===== src/rtl/fetch_stage.sv =====
// Instruction fetch: requests aligned instruction pairs from local store, buffers them in a small FIFO
// and presents the head pair to decode. Vectors are MSB-first, so the even word is imem_rdata[63:32].
module fetch_stage #(
  parameter int ADDR_W     = 12,
  parameter int FIFO_DEPTH = 4,
  parameter int RESET_PC   = 0
) (
  input  logic              clock,
  input  logic              reset,
  input  logic              stall,
  input  logic              redirect_valid,
  input  logic [ADDR_W-1:0] redirect_pc,
  output logic              imem_req,
  output logic [ADDR_W-2:0] imem_addr,
  input  logic [63:0]       imem_rdata,
  output logic [31:0]       first_inst,
  output logic [31:0]       second_inst,
  output logic              first_valid,
  output logic              second_valid,
  output logic [ADDR_W-1:0] pc_out
);

  localparam int PTR_W = $clog2(FIFO_DEPTH);
  localparam int CNT_W = PTR_W + 1;
  localparam logic [CNT_W-1:0]  DEPTH_C    = CNT_W'(FIFO_DEPTH);
  localparam logic [ADDR_W-1:0] RESET_PC_C = ADDR_W'(RESET_PC);

  logic [ADDR_W-2:0] fpc_q, fpc_d;
  logic              odd_q, odd_d;
  logic              inflight_q, inflight_d;
  logic              squash_q, squash_d;
  logic              ret_mask_q, ret_mask_d;
  logic [ADDR_W-2:0] ret_addr_q, ret_addr_d;
  logic [PTR_W-1:0]  rd_ptr_q, rd_ptr_d;
  logic [PTR_W-1:0]  wr_ptr_q, wr_ptr_d;
  logic [CNT_W-1:0]  count_q, count_d;
  logic [ADDR_W-1:0] last_pc_q, last_pc_d;

  logic [63:0]       pair_mem [FIFO_DEPTH];
  logic [ADDR_W-2:0] addr_mem [FIFO_DEPTH];
  logic              mask_mem [FIFO_DEPTH];

  logic             empty;
  logic             push;
  logic             pop;
  logic [CNT_W-1:0] occ;
  logic [63:0]      head_pair;

  assign empty     = (count_q == '0);
  assign occ       = count_q + CNT_W'(inflight_q);
  // A pop in the same cycle is not credited, so a request never outruns free space.
  assign imem_req  = reset && !redirect_valid && (occ < DEPTH_C);
  assign imem_addr = fpc_q;
  assign push      = inflight_q && !squash_q && !redirect_valid;
  assign pop       = !empty && !stall && !redirect_valid;
  assign head_pair = pair_mem[rd_ptr_q];

  always_comb begin
    fpc_d      = fpc_q;
    odd_d      = odd_q;
    rd_ptr_d   = rd_ptr_q;
    wr_ptr_d   = wr_ptr_q;
    count_d    = count_q;
    squash_d   = redirect_valid;
    inflight_d = imem_req;
    ret_addr_d = fpc_q;
    ret_mask_d = !odd_q;
    last_pc_d  = pc_out;
    if (redirect_valid) begin
      fpc_d    = redirect_pc[ADDR_W-1:1];
      odd_d    = redirect_pc[0];
      rd_ptr_d = '0;
      wr_ptr_d = '0;
      count_d  = '0;
    end else begin
      if (imem_req) begin
        fpc_d = fpc_q + 1'b1;
        odd_d = 1'b0;
      end
      if (push) wr_ptr_d = wr_ptr_q + 1'b1;
      if (pop)  rd_ptr_d = rd_ptr_q + 1'b1;
      count_d = count_q + CNT_W'(push) - CNT_W'(pop);
    end
  end

  always_ff @(posedge clock or negedge reset) begin
    if (!reset) begin
      fpc_q      <= RESET_PC_C[ADDR_W-1:1];
      odd_q      <= RESET_PC_C[0];
      inflight_q <= 1'b0;
      squash_q   <= 1'b0;
      ret_mask_q <= 1'b1;
      ret_addr_q <= '0;
      rd_ptr_q   <= '0;
      wr_ptr_q   <= '0;
      count_q    <= '0;
      last_pc_q  <= '0;
    end else begin
      fpc_q      <= fpc_d;
      odd_q      <= odd_d;
      inflight_q <= inflight_d;
      squash_q   <= squash_d;
      ret_mask_q <= ret_mask_d;
      ret_addr_q <= ret_addr_d;
      rd_ptr_q   <= rd_ptr_d;
      wr_ptr_q   <= wr_ptr_d;
      count_q    <= count_d;
      last_pc_q  <= last_pc_d;
    end
  end

  // Storage needs no reset: entries are only visible while count is non-zero.
  always_ff @(posedge clock) begin
    if (push) begin
      pair_mem[wr_ptr_q] <= imem_rdata;
      addr_mem[wr_ptr_q] <= ret_addr_q;
      mask_mem[wr_ptr_q] <= ret_mask_q;
    end
  end

  assign second_valid = !empty;
  assign first_valid  = !empty && mask_mem[rd_ptr_q];
  assign first_inst   = first_valid  ? head_pair[63:32] : 32'h0;
  assign second_inst  = second_valid ? head_pair[31:0]  : 32'h0;
  assign pc_out       = empty ? last_pc_q : {addr_mem[rd_ptr_q], 1'b0};

endmodule


===== config.mk =====
export PLATFORM = sky130hd
export DESIGN_NAME = fetch_stage
export DESIGN_NICKNAME = d
export VERILOG_FILES = /design/src/rtl/fetch_stage.sv
export SDC_FILE = /design/constraint.sdc
export NUM_CORES = 1
export LEC_CHECK = 0
export BUFFER_PORTS_ARGS = -buffer_cell sky130_fd_sc_hd__clkbuf_2
export CORE_MARGIN = 3
export CORE_UTILIZATION = 50
export CTS_CLUSTER_DIAMETER = 120
export CTS_CLUSTER_SIZE = 28
export DETAILED_ROUTE_END_ITERATION = 10
export GPL_TIMING_DRIVEN = 0
export PLACE_DENSITY_LB_ADDON = 0.12
export SYNTH_ARGS = -nofsm -noshare
export SYNTH_HDL_FRONTEND = slang
export SYNTH_SLANG_ARGS = --single-unit

===== constraint.sdc =====
create_clock -name clock -period 9.46 [get_ports clock]
set_input_delay 1.892 -clock clock [delete_from_list [all_inputs] [get_ports clock]]
set_output_delay 1.892 -clock clock [all_outputs]
set_load 0.05 [all_outputs]

### Yosys cells after proc, flatten, opt, wreduce, memory -nomap -nowiden

Memories as Yosys holds them, arrays and structs flattened.
Index checks and enable logic that the tools add are counted.

* reductions and logical operators: 16
* $lt $le $gt $ge: 1
* add/subtract/negate cells: 6
* mux-type cells: 14

Operators by type and width (count)
* $mux 32: 2
* $mux 11: 2
* $mux 12: 1
* $add 11x1->11 const B: 1
* $mux 2: 4
* $logic_and 1x1->1: 7
* $add 3x1->3: 2
* $reduce_bool 2->1: 3
* $logic_not 1->1: 5
* $add 2x1->2 const B: 2
* $mux 1: 4
* $logic_not 3->1: 1
* $lt 3x3->1 const B: 1
* $mux 3: 1
* $sub 3x1->3: 1

* bits in writable memories: 304
* memories: 3
* flip-flop bits (word level): 45
* input port bits: 80

Memories
* pair_mem: depth 4, width 64, rd ports 1, clocked after memory_dff 0, write ports 1, line 39 `logic [63:0] pair_mem [FIFO_DEPTH];`
* addr_mem: depth 4, width 11, rd ports 1, clocked after memory_dff 0, write ports 1, line 40 `logic [ADDR_W-2:0] addr_mem [FIFO_DEPTH];`
* mask_mem: depth 4, width 1, rd ports 1, clocked after memory_dff 0, write ports 1, line 41 `logic mask_mem [FIFO_DEPTH];`

### Depth between registers and ports, before layout

Gate-level depths: netlist (run 1).

* word-level depth: 6
* mapped depth: 11

### Worst setup path before layout (run 1)

Ideal clock, no wire load.

* path kind: input port to output port
* start: input port redirect_valid
* end: output port imem_req
* arrival time: 2775 ps
* buffers on the path: 1
* stages: 2
* setup slack: 4793 ps
* path through: clkbuf_1 > nor2_1

* word-level cells in the longest chain between the ends: 3

RTL lines
* start: declaration: line 11 `input logic redirect_valid,`
* $logic_not 1->1: line 52 `assign imem_req = reset && !redirect_valid && (occ < DEPTH_C);`
* $logic_and 1x1->1 (2 in a row): line 52
* end: declaration: line 13 `output logic imem_req,`

Every way passes these cells.

### Worst setup path in the final report (run 1)

* start: input port reset
* end: output port imem_req

* word-level cells in the longest chain between the ends: 2

RTL lines
* start: declaration: line 9 `input logic reset,`
* $logic_and 1x1->1 (2 in a row): line 52

Every way passes these cells.

==> flow_metrics.env, run 1 <==
export IMPL_status="finished clean"
export IMPL_place_hpwl_microns=16800
export IMPL_dpl_worst_slack_ps=3800
export IMPL_grt_pass1_wl_microns=39800
export IMPL_insertion_delay_ps=510
export IMPL_cts_buffer_depth=3
export IMPL_core_area_sq_um=26100
export IMPL_synth_nets=747
export IMPL_end_kind="output pin"
export IMPL_cts_buffers=16
export IMPL_port_buffers=169
export IMPL_drtPass1Iterations=7
export IMPL_comb_power_share=0.322
export IMPL_dr_wl_met3_microns=1230
export IMPL_antenna_cells=0
export IMPL_track_usage=0.181
export IMPL_start_kind="input pin"
export IMPL_report_final_slew_viol_count=0
export IMPL_wl_per_cell_microns=21.6
export IMPL_syn_area_per_cell_sq_um=20.2
export IMPL_row_count=59
export IMPL_vias=6628
export IMPL_finalHoldViolations=0
export IMPL_r2r_start="count_q[1]"
export IMPL_hp_class="register to register"
export IMPL_post_cts_resized=0
export IMPL_leakagePower_nw=5.43
export IMPL_clock_sinks=349
export IMPL_critPathKind="input pin to output pin"
export IMPL_synthCells=659
export IMPL_timing_final_crit_share=0.525
export IMPL_p_sw_frac=0.360
export IMPL_tns_ps=0
export IMPL_routed_wl_microns=25700
export IMPL_drv_cap=0
export IMPL_clock_fmax_mhz=201
export IMPL_sequentialPowerShare=0.472
export IMPL_grt_ovfl_total=0
export IMPL_worstMarginPinSlew_ps=732
export IMPL_powerDensity_nw_per_um2=247
export IMPL_die_area_sq_um=28600
export IMPL_postLayoutSetupSlackWorst_ps=4490
export IMPL_clkTransAtPathRegs_ps=100
export IMPL_final_util=0.581
export IMPL_dp_cells=1167
export IMPL_synth_distinct_cells=40
export IMPL_stdcell_count=1191
export IMPL_grt_pass1_vias=7112
export IMPL_drc=0
export IMPL_grt_max_degree=49
export IMPL_setup_viol=0
export IMPL_drive_gt1_frac=0.340
export IMPL_synth_seq_cells=349
export IMPL_intPower_mw=2.40
export IMPL_slew_headroom=0.512
export IMPL_fp_dieH_microns=169
export IMPL_crit_fanout=38
export IMPL_skew_ps=17.8
export IMPL_antenna_found_initial=1
export IMPL_dr_max_layer_used="met4"
export IMPL_io_pins=170
export IMPL_cts_tree="yes"
export IMPL_clkPwrFrac=0.206
export IMPL_rsz0062_at_grt="false"
export IMPL_area_growth_pct=14.1
export IMPL_fin_crit_ps=4970
export IMPL_postCtsSetupRepairBufs=0
export IMPL_final_common_cell="edfxtp_1"
export IMPL_seq_area_frac_synth=0.771
export IMPL_wl_met1_microns=10200
export IMPL_p_switching_mw=1.35
export IMPL_worstPathRequired_ps=7570
export IMPL_die_x_microns=169
export IMPL_cts_root_buf="clkbuf_16"
export IMPL_drtAntennaViolNets=0
export IMPL_cts_htree_levels=1
export IMPL_wl_met2_microns=13800
export IMPL_layout_common_cells="edfxtp_1, clkbuf_2, mux4_2, dfrtp_1, nand2_1"
export IMPL_final_fill_count=2004
export IMPL_cp_startpoint="reset"
export IMPL_hold_buffers=0
export IMPL_ir_worst_vdd_mv=0.289
export IMPL_drt_iter0_markers=470
export IMPL_ys_warn_count=0
export IMPL_worstHoldStart="odd_q"
export IMPL_nets=939
export IMPL_initial_core_util=0.509
export IMPL_worst_endpoint_arrival_ps=3070
export IMPL_gp_congestion=0.794
export IMPL_synth_cell_area_sq_um=13300
export IMPL_viasPerCell=5.57
## worst max-delay path: stages
cell      delay, ps
buf_2           260
buf_12          260
o21ai_1         190
nor2_1          150
clkbuf_2        300
## synthesized netlist by cell type
library cell / count / share of area
or4_1: 1 / 0.00056
or2_1: 1 / 0.00047
nor3_2: 1 / 0.00075
nand3_1: 1 / 0.00038
o31a_1: 2 / 0.0013
and3_1: 37 / 0.017
nor2_1: 12 / 0.0034
o21ai_0: 5 / 0.0019
inv_2: 1 / 0.00028
a31oi_2: 1 / 0.00094
buf_2: 11 / 0.0041
nor4_1: 1 / 0.00047
a21oi_1: 2 / 0.00075
nand4_1: 1 / 0.00047
o211ai_1: 2 / 0.0011
mux2i_1: 1 / 0.00075
xnor2_1: 3 / 0.0020
edfxtp_1: 304 / 0.69
mux4_2: 76 / 0.13
xor2_1: 5 / 0.0033
fa_1: 1 / 0.0015
dfstp_2: 1 / 0.0020
clkbuf_1: 20 / 0.0056
nand4_2: 1 / 0.00094
inv_1: 9 / 0.0025
buf_4: 2 / 0.0011
nand2_1: 43 / 0.012
or3_1: 5 / 0.0024
dfrtp_1: 44 / 0.083
o21ai_1: 9 / 0.0034
buf_6: 1 / 0.00085
nor3b_1: 1 / 0.00056
o31ai_1: 1 / 0.00056
and2_1: 36 / 0.017
nor2b_1: 2 / 0.00094
a31oi_1: 5 / 0.0024
nor3_1: 1 / 0.00038
ha_1: 7 / 0.0066
and4_1: 1 / 0.00066
nand2b_1: 1 / 0.00047
## logic make-up after synthesis
group | after synthesis | synth area share
AND/OR/NAND/NOR | 146 | 0.0593
XOR/XNOR | 8 | 0.00527
flip-flops | 349 | 0.771
adder cells (fa/ha/maj) | 8 | 0.00809
multiplexers | 77 | 0.129
buffers and inverters | 44 | 0.0146
AO/OA/AOI/OAI | 27 | 0.0123
## power groups by stage
stage	logic, mW	registers [mW]	clock network (mW)
finish	1.21	1.77	0.773
global route	1.29	1.77	0.855
floorplan	0.889	1.81	0
global placement	1.21	1.80	0
CTS	1.23	1.77	0.798
detailed placement	1.23	1.80	0
## flip-flops by register name, indices dropped and copies added, names as in the netlist
name,count
wr_ptr_q,2
mask_mem,4
squash_q,1
ret_mask_q,1
addr_mem,44
ret_addr_q,11
count_q,3
odd_q,1
pair_mem,256
imem_addr,11
inflight_q,1
rd_ptr_q,2
last_pc_q,12
## path summary, 6_finish.rpt
check | to | slack [ps] | depth (start not counted)
setup reg to reg | count_q[2] | 6610 | 10
max in group asynchronous | ret_mask_q | 7660 | 2
hold / removal | ret_mask_q | 430 | 1
hold reg to reg | ret_mask_q | 430 | 1
setup / recovery | imem_req | 4490 | 5
min in group asynchronous | last_pc_q[3] | 1250 | 1
## layer usage
metal | track usage | vias to the layer above
met1 | 0.232 | 3449
met3 | 0.0290 | 22
met2 | 0.331 | 169
met4 | 0.0352 | 0
met5 | 0 | -
li1 | - | 2988
## stage by stage
| stage | power (mW) | area (sq um) | hold slack (ps) |
|---|---|---|---|
| 2_1_floorplan | 2.70 | 13300 | 360 |
| 3_3_place_gp | 3.01 | 14600 | 404 |
| 3_5_place_dp | 3.03 | 14700 | 414 |
| 4_1_cts | 3.80 | 15200 | 422 |
| 5_1_grt | 3.92 | 15200 | 443 |
| 6_report | 3.75 | 15200 | 435 |
## layout make-up
| type | count | area (sq um) | area share |
|---|---|---|---|
| plain buffers | 34 | 156 | 0.0103 |
| clock buffers | 22 | 444 | 0.0293 |
| clock inverters | 1 | 16.3 | 0.00107 |
| inverters | 10 | 37.5 | 0.00247 |
| multi-input cells | 266 | 2870 | 0.189 |
| flip-flops and latches | 349 | 10300 | 0.676 |
| well taps | 335 | 419 | 0.0276 |
| repair buffers | 174 | 976 | 0.0643 |
Power figures use the tool's default switching activity.
==> inputs of run 2 (changes only) <==
Settings changed: ABC_AREA set to 1.
Clock period 9.46 ns to 5.2 ns, I/O delays scaled along.
==> run 2 against run 1 <==
  * Cell area rose by 4.3%
  * Largest cell class unchanged
  * Critical path depth is 1 higher
  * Global-route usage increased by 2.2 points
  * Clock-buffer cell count grew 5
  * Die area grew 3.6%
  * Largest power group unchanged
  * Worst hold slack worse by 22 ps
  * Flip-flop and latch count stayed put
  * Total power grew 100%
  * Cell count increased by 39%
  * Highest routed layer unchanged
==> flow_metrics.env, run 2 <==
export IMPL_io_pins=170
export IMPL_design_area_sq_um=15800
export IMPL_finalHoldViolations=0
export IMPL_die_x_microns=172
export IMPL_crit_chain="clkbuf_2 -> inv_1 -> nor2_1 -> nand2_1 -> nor2_2 -> clkbuf_2"
export IMPL_path_buf_inv=3
export IMPL_final_util=0.586
export IMPL_fin_crit_ps=4020
export IMPL_intPower_mw=4.42
export IMPL_dp_cells=1633
export IMPL_timing_final_crit_share=0.773
export IMPL_sequentialPowerShare=0.437
export IMPL_largest_reg_flops=256
export IMPL_cts_buffer_depth=3
export IMPL_cts_buffers=16
export IMPL_viasPerCell=5.28
export IMPL_hp_class="register to register"
export IMPL_postCtsSetupRepairBufs=0
export IMPL_grt_max_degree=47
export IMPL_postPlaceCellArea_sq_um=15400
export IMPL_hold_ws_ps=413
export IMPL_leakagePower_nw=5.90
export IMPL_grt_ovfl_total=0
export IMPL_drtAntennaViolNets=0
export IMPL_cpPeakStageDelay_ps=850
export IMPL_synth_distinct_cells=29
export IMPL_ys_warn_count=0
export IMPL_worst_hold_path_endpoint="ret_mask_q"
export IMPL_grt_pass1_wl_microns=46100
export IMPL_place_hpwl_microns=19400
export IMPL_worstPathRequired_ps=4160
export IMPL_p_switching_mw=3.08
export IMPL_slew_headroom=0.217
export IMPL_synth_top_area_cell="edfxtp_1"
export IMPL_initial_core_util=0.511
export IMPL_routed_wl_microns=30300
export IMPL_critPathKind="input pin to output pin"
export IMPL_r2r_start="count_q[1]"
export IMPL_dpl_worst_slack_ps=1090
export IMPL_ir_worst_vdd_mv=0.287
export IMPL_clkPwrFrac=0.192
export IMPL_clock_fmax_mhz=249
export IMPL_cpMaxStageDelayCell="clkbuf_2"
export IMPL_wl_per_cell_microns=18.2
export IMPL_clkTransAtPathRegs_ps=100
export IMPL_nets=1398
export IMPL_drv_cap=0
export IMPL_synth_seq_cells=349
export IMPL_layout_common_cells="nor2_1, edfxtp_1, clkbuf_2, o21ai_0, nand2_1"
export IMPL_synth_cell_area_sq_um=13800
export IMPL_synth_top_area_frac=0.661
export IMPL_rsz0062_at_grt="false"
export IMPL_drt_iter0_markers=706
export IMPL_worstHoldStart="odd_q"
export IMPL_synth_nets=1200
export IMPL_row_count=60
export IMPL_netlist_top_cells_area="edfxtp_1, nor2_1, dfrtp_1"
export IMPL_worstRegToRegCells=11
export IMPL_synth_edff_count=304
export IMPL_crit_fanout=46
export IMPL_antenna_cells=0
export IMPL_critPathTopFamily="buffers and inverters"
export IMPL_cts_root_buf="clkbuf_16"
export IMPL_synth_flop_cell="edfxtp_1"
export IMPL_final_common_cell="nor2_1"
export IMPL_min_path_cells=1
export IMPL_top_register="pair_mem"
export IMPL_comb_power_share=0.371
export IMPL_worst_endpoint_arrival_ps=2980
export IMPL_clock_sinks=349
export IMPL_skew_ps=16.8
export IMPL_synthCells=1112
export IMPL_final_fill_count=2179
export IMPL_report_final_slew_viol_count=0
export IMPL_cts_tree="yes"
export IMPL_status="finished clean"
export IMPL_p_sw_frac=0.411
export IMPL_grt_pass1_vias=8382
export IMPL_path_common_cell="clkbuf_2"
export IMPL_cts_htree_levels=1
export IMPL_yosys_cell_count_top_type="nor2_1"
export IMPL_die_area_sq_um=29600
export IMPL_top_regs="pair_mem (256), addr_mem (44), last_pc_q (12)"
export IMPL_area_growth_pct=14.7
export IMPL_insertion_delay_ps=500
export IMPL_antenna_found_initial=0
export IMPL_drc=0
export IMPL_syn_area_per_cell_sq_um=12.4
export IMPL_timing_rr_end="count_q[2]"
export IMPL_vias=8765
export IMPL_drtPass1Iterations=5
export IMPL_worstMarginPinSlew_ps=1170
export IMPL_seq_area_frac_synth=0.743
export IMPL_stdcell_count=1661
export IMPL_post_cts_resized=0
export IMPL_reg2reg_slack_ps=2670
export IMPL_core_area_sq_um=27000
export IMPL_gp_congestion=0.762
export IMPL_track_usage=0.202
export IMPL_async_flop_share=0.129
export IMPL_hold_buffers=0
export IMPL_synth_common_cells="nor2_1, edfxtp_1, o21ai_0"
export IMPL_fp_dieH_microns=172
export IMPL_powerDensity_nw_per_um2=474
export IMPL_drive_gt1_frac=0.211
export IMPL_start_kind="input pin"
export IMPL_end_kind="output pin"
export IMPL_setup_viol=0
export IMPL_postLayoutSetupSlackWorst_ps=1180
export IMPL_port_buffers=169
-- run 2: cell types whose count changed after synthesis, sizes merged, moves of 4 or more --
cell,change
a21oi,+67
nand2,+14
o21ai,+147
nor2,+320
buf,+26
a31oi,+5
and3,-37
or3,-5
and2,-36
inv,+23
xor2,-4
nand3,+25
mux4,-76
-- run 2: worst max-delay path by stage --
stage                              start  cells past startpoint               to
after global placement    redirect_valid                      5  pair_mem[2][43]
after floorplan           redirect_valid                      4   addr_mem[0][0]
after global routing               reset                      6         imem_req
after detailed placement           reset                      6         imem_req
after CTS                          reset                      6         imem_req
final                              reset                      6         imem_req
-- run 2: cells by family (layout without fill, tap and decap cells) --
family          count (synthesis)  after routing  synth area share
xor+xnor                        4              4           0.00254
fa+ha+maj                       8              8           0.00780
flops                         349            349             0.743
simple gates                  417            417             0.118
compound gates                241            241            0.0963
buf+inv                        93            301            0.0326
-- run 2: area by class of cell --
class | instances | area, sq um | area share
Clock inverter | 1 | 16.3 | 0.00103
Inverter | 33 | 126 | 0.00798
Buffer | 60 | 324 | 0.0205
Tap cell | 341 | 427 | 0.0269
Sequential cell | 349 | 10300 | 0.648
Timing Repair Buffer | 180 | 1100 | 0.0692
Clock buffer | 27 | 463 | 0.0292
Multi-Input combinational cell | 670 | 3120 | 0.197
-- run 2: metrics by stage --
| stage | total power, mW | TNS, ps |
|---|---|---|
| after floorplan | 5.35 | 0 |
| after global placement | 6.13 | -869760 |
| after detailed placement | 6.15 | 0 |
| after CTS | 7.56 | 0 |
| after global routing | 7.85 | 0 |
| final | 7.50 | 0 |
-- run 2: power by group through the flow --
stage / clock network [mW] / registers (mW) / logic (mW)
after global routing: 1.57 / 3.29 / 2.99
after global placement: 0 / 3.34 / 2.79
after floorplan: 0 / 3.38 / 1.97
after detailed placement: 0 / 3.34 / 2.81
final: 1.44 / 3.28 / 2.79
after CTS: 1.47 / 3.28 / 2.82
-- run 2: per-layer routing --
metal / GRT usage / routed length [microns]
met5: 0 / 0
met4: 0.0469 / 548
met3: 0.0226 / 1700
met2: 0.338 / 14700
met1: 0.290 / 13300
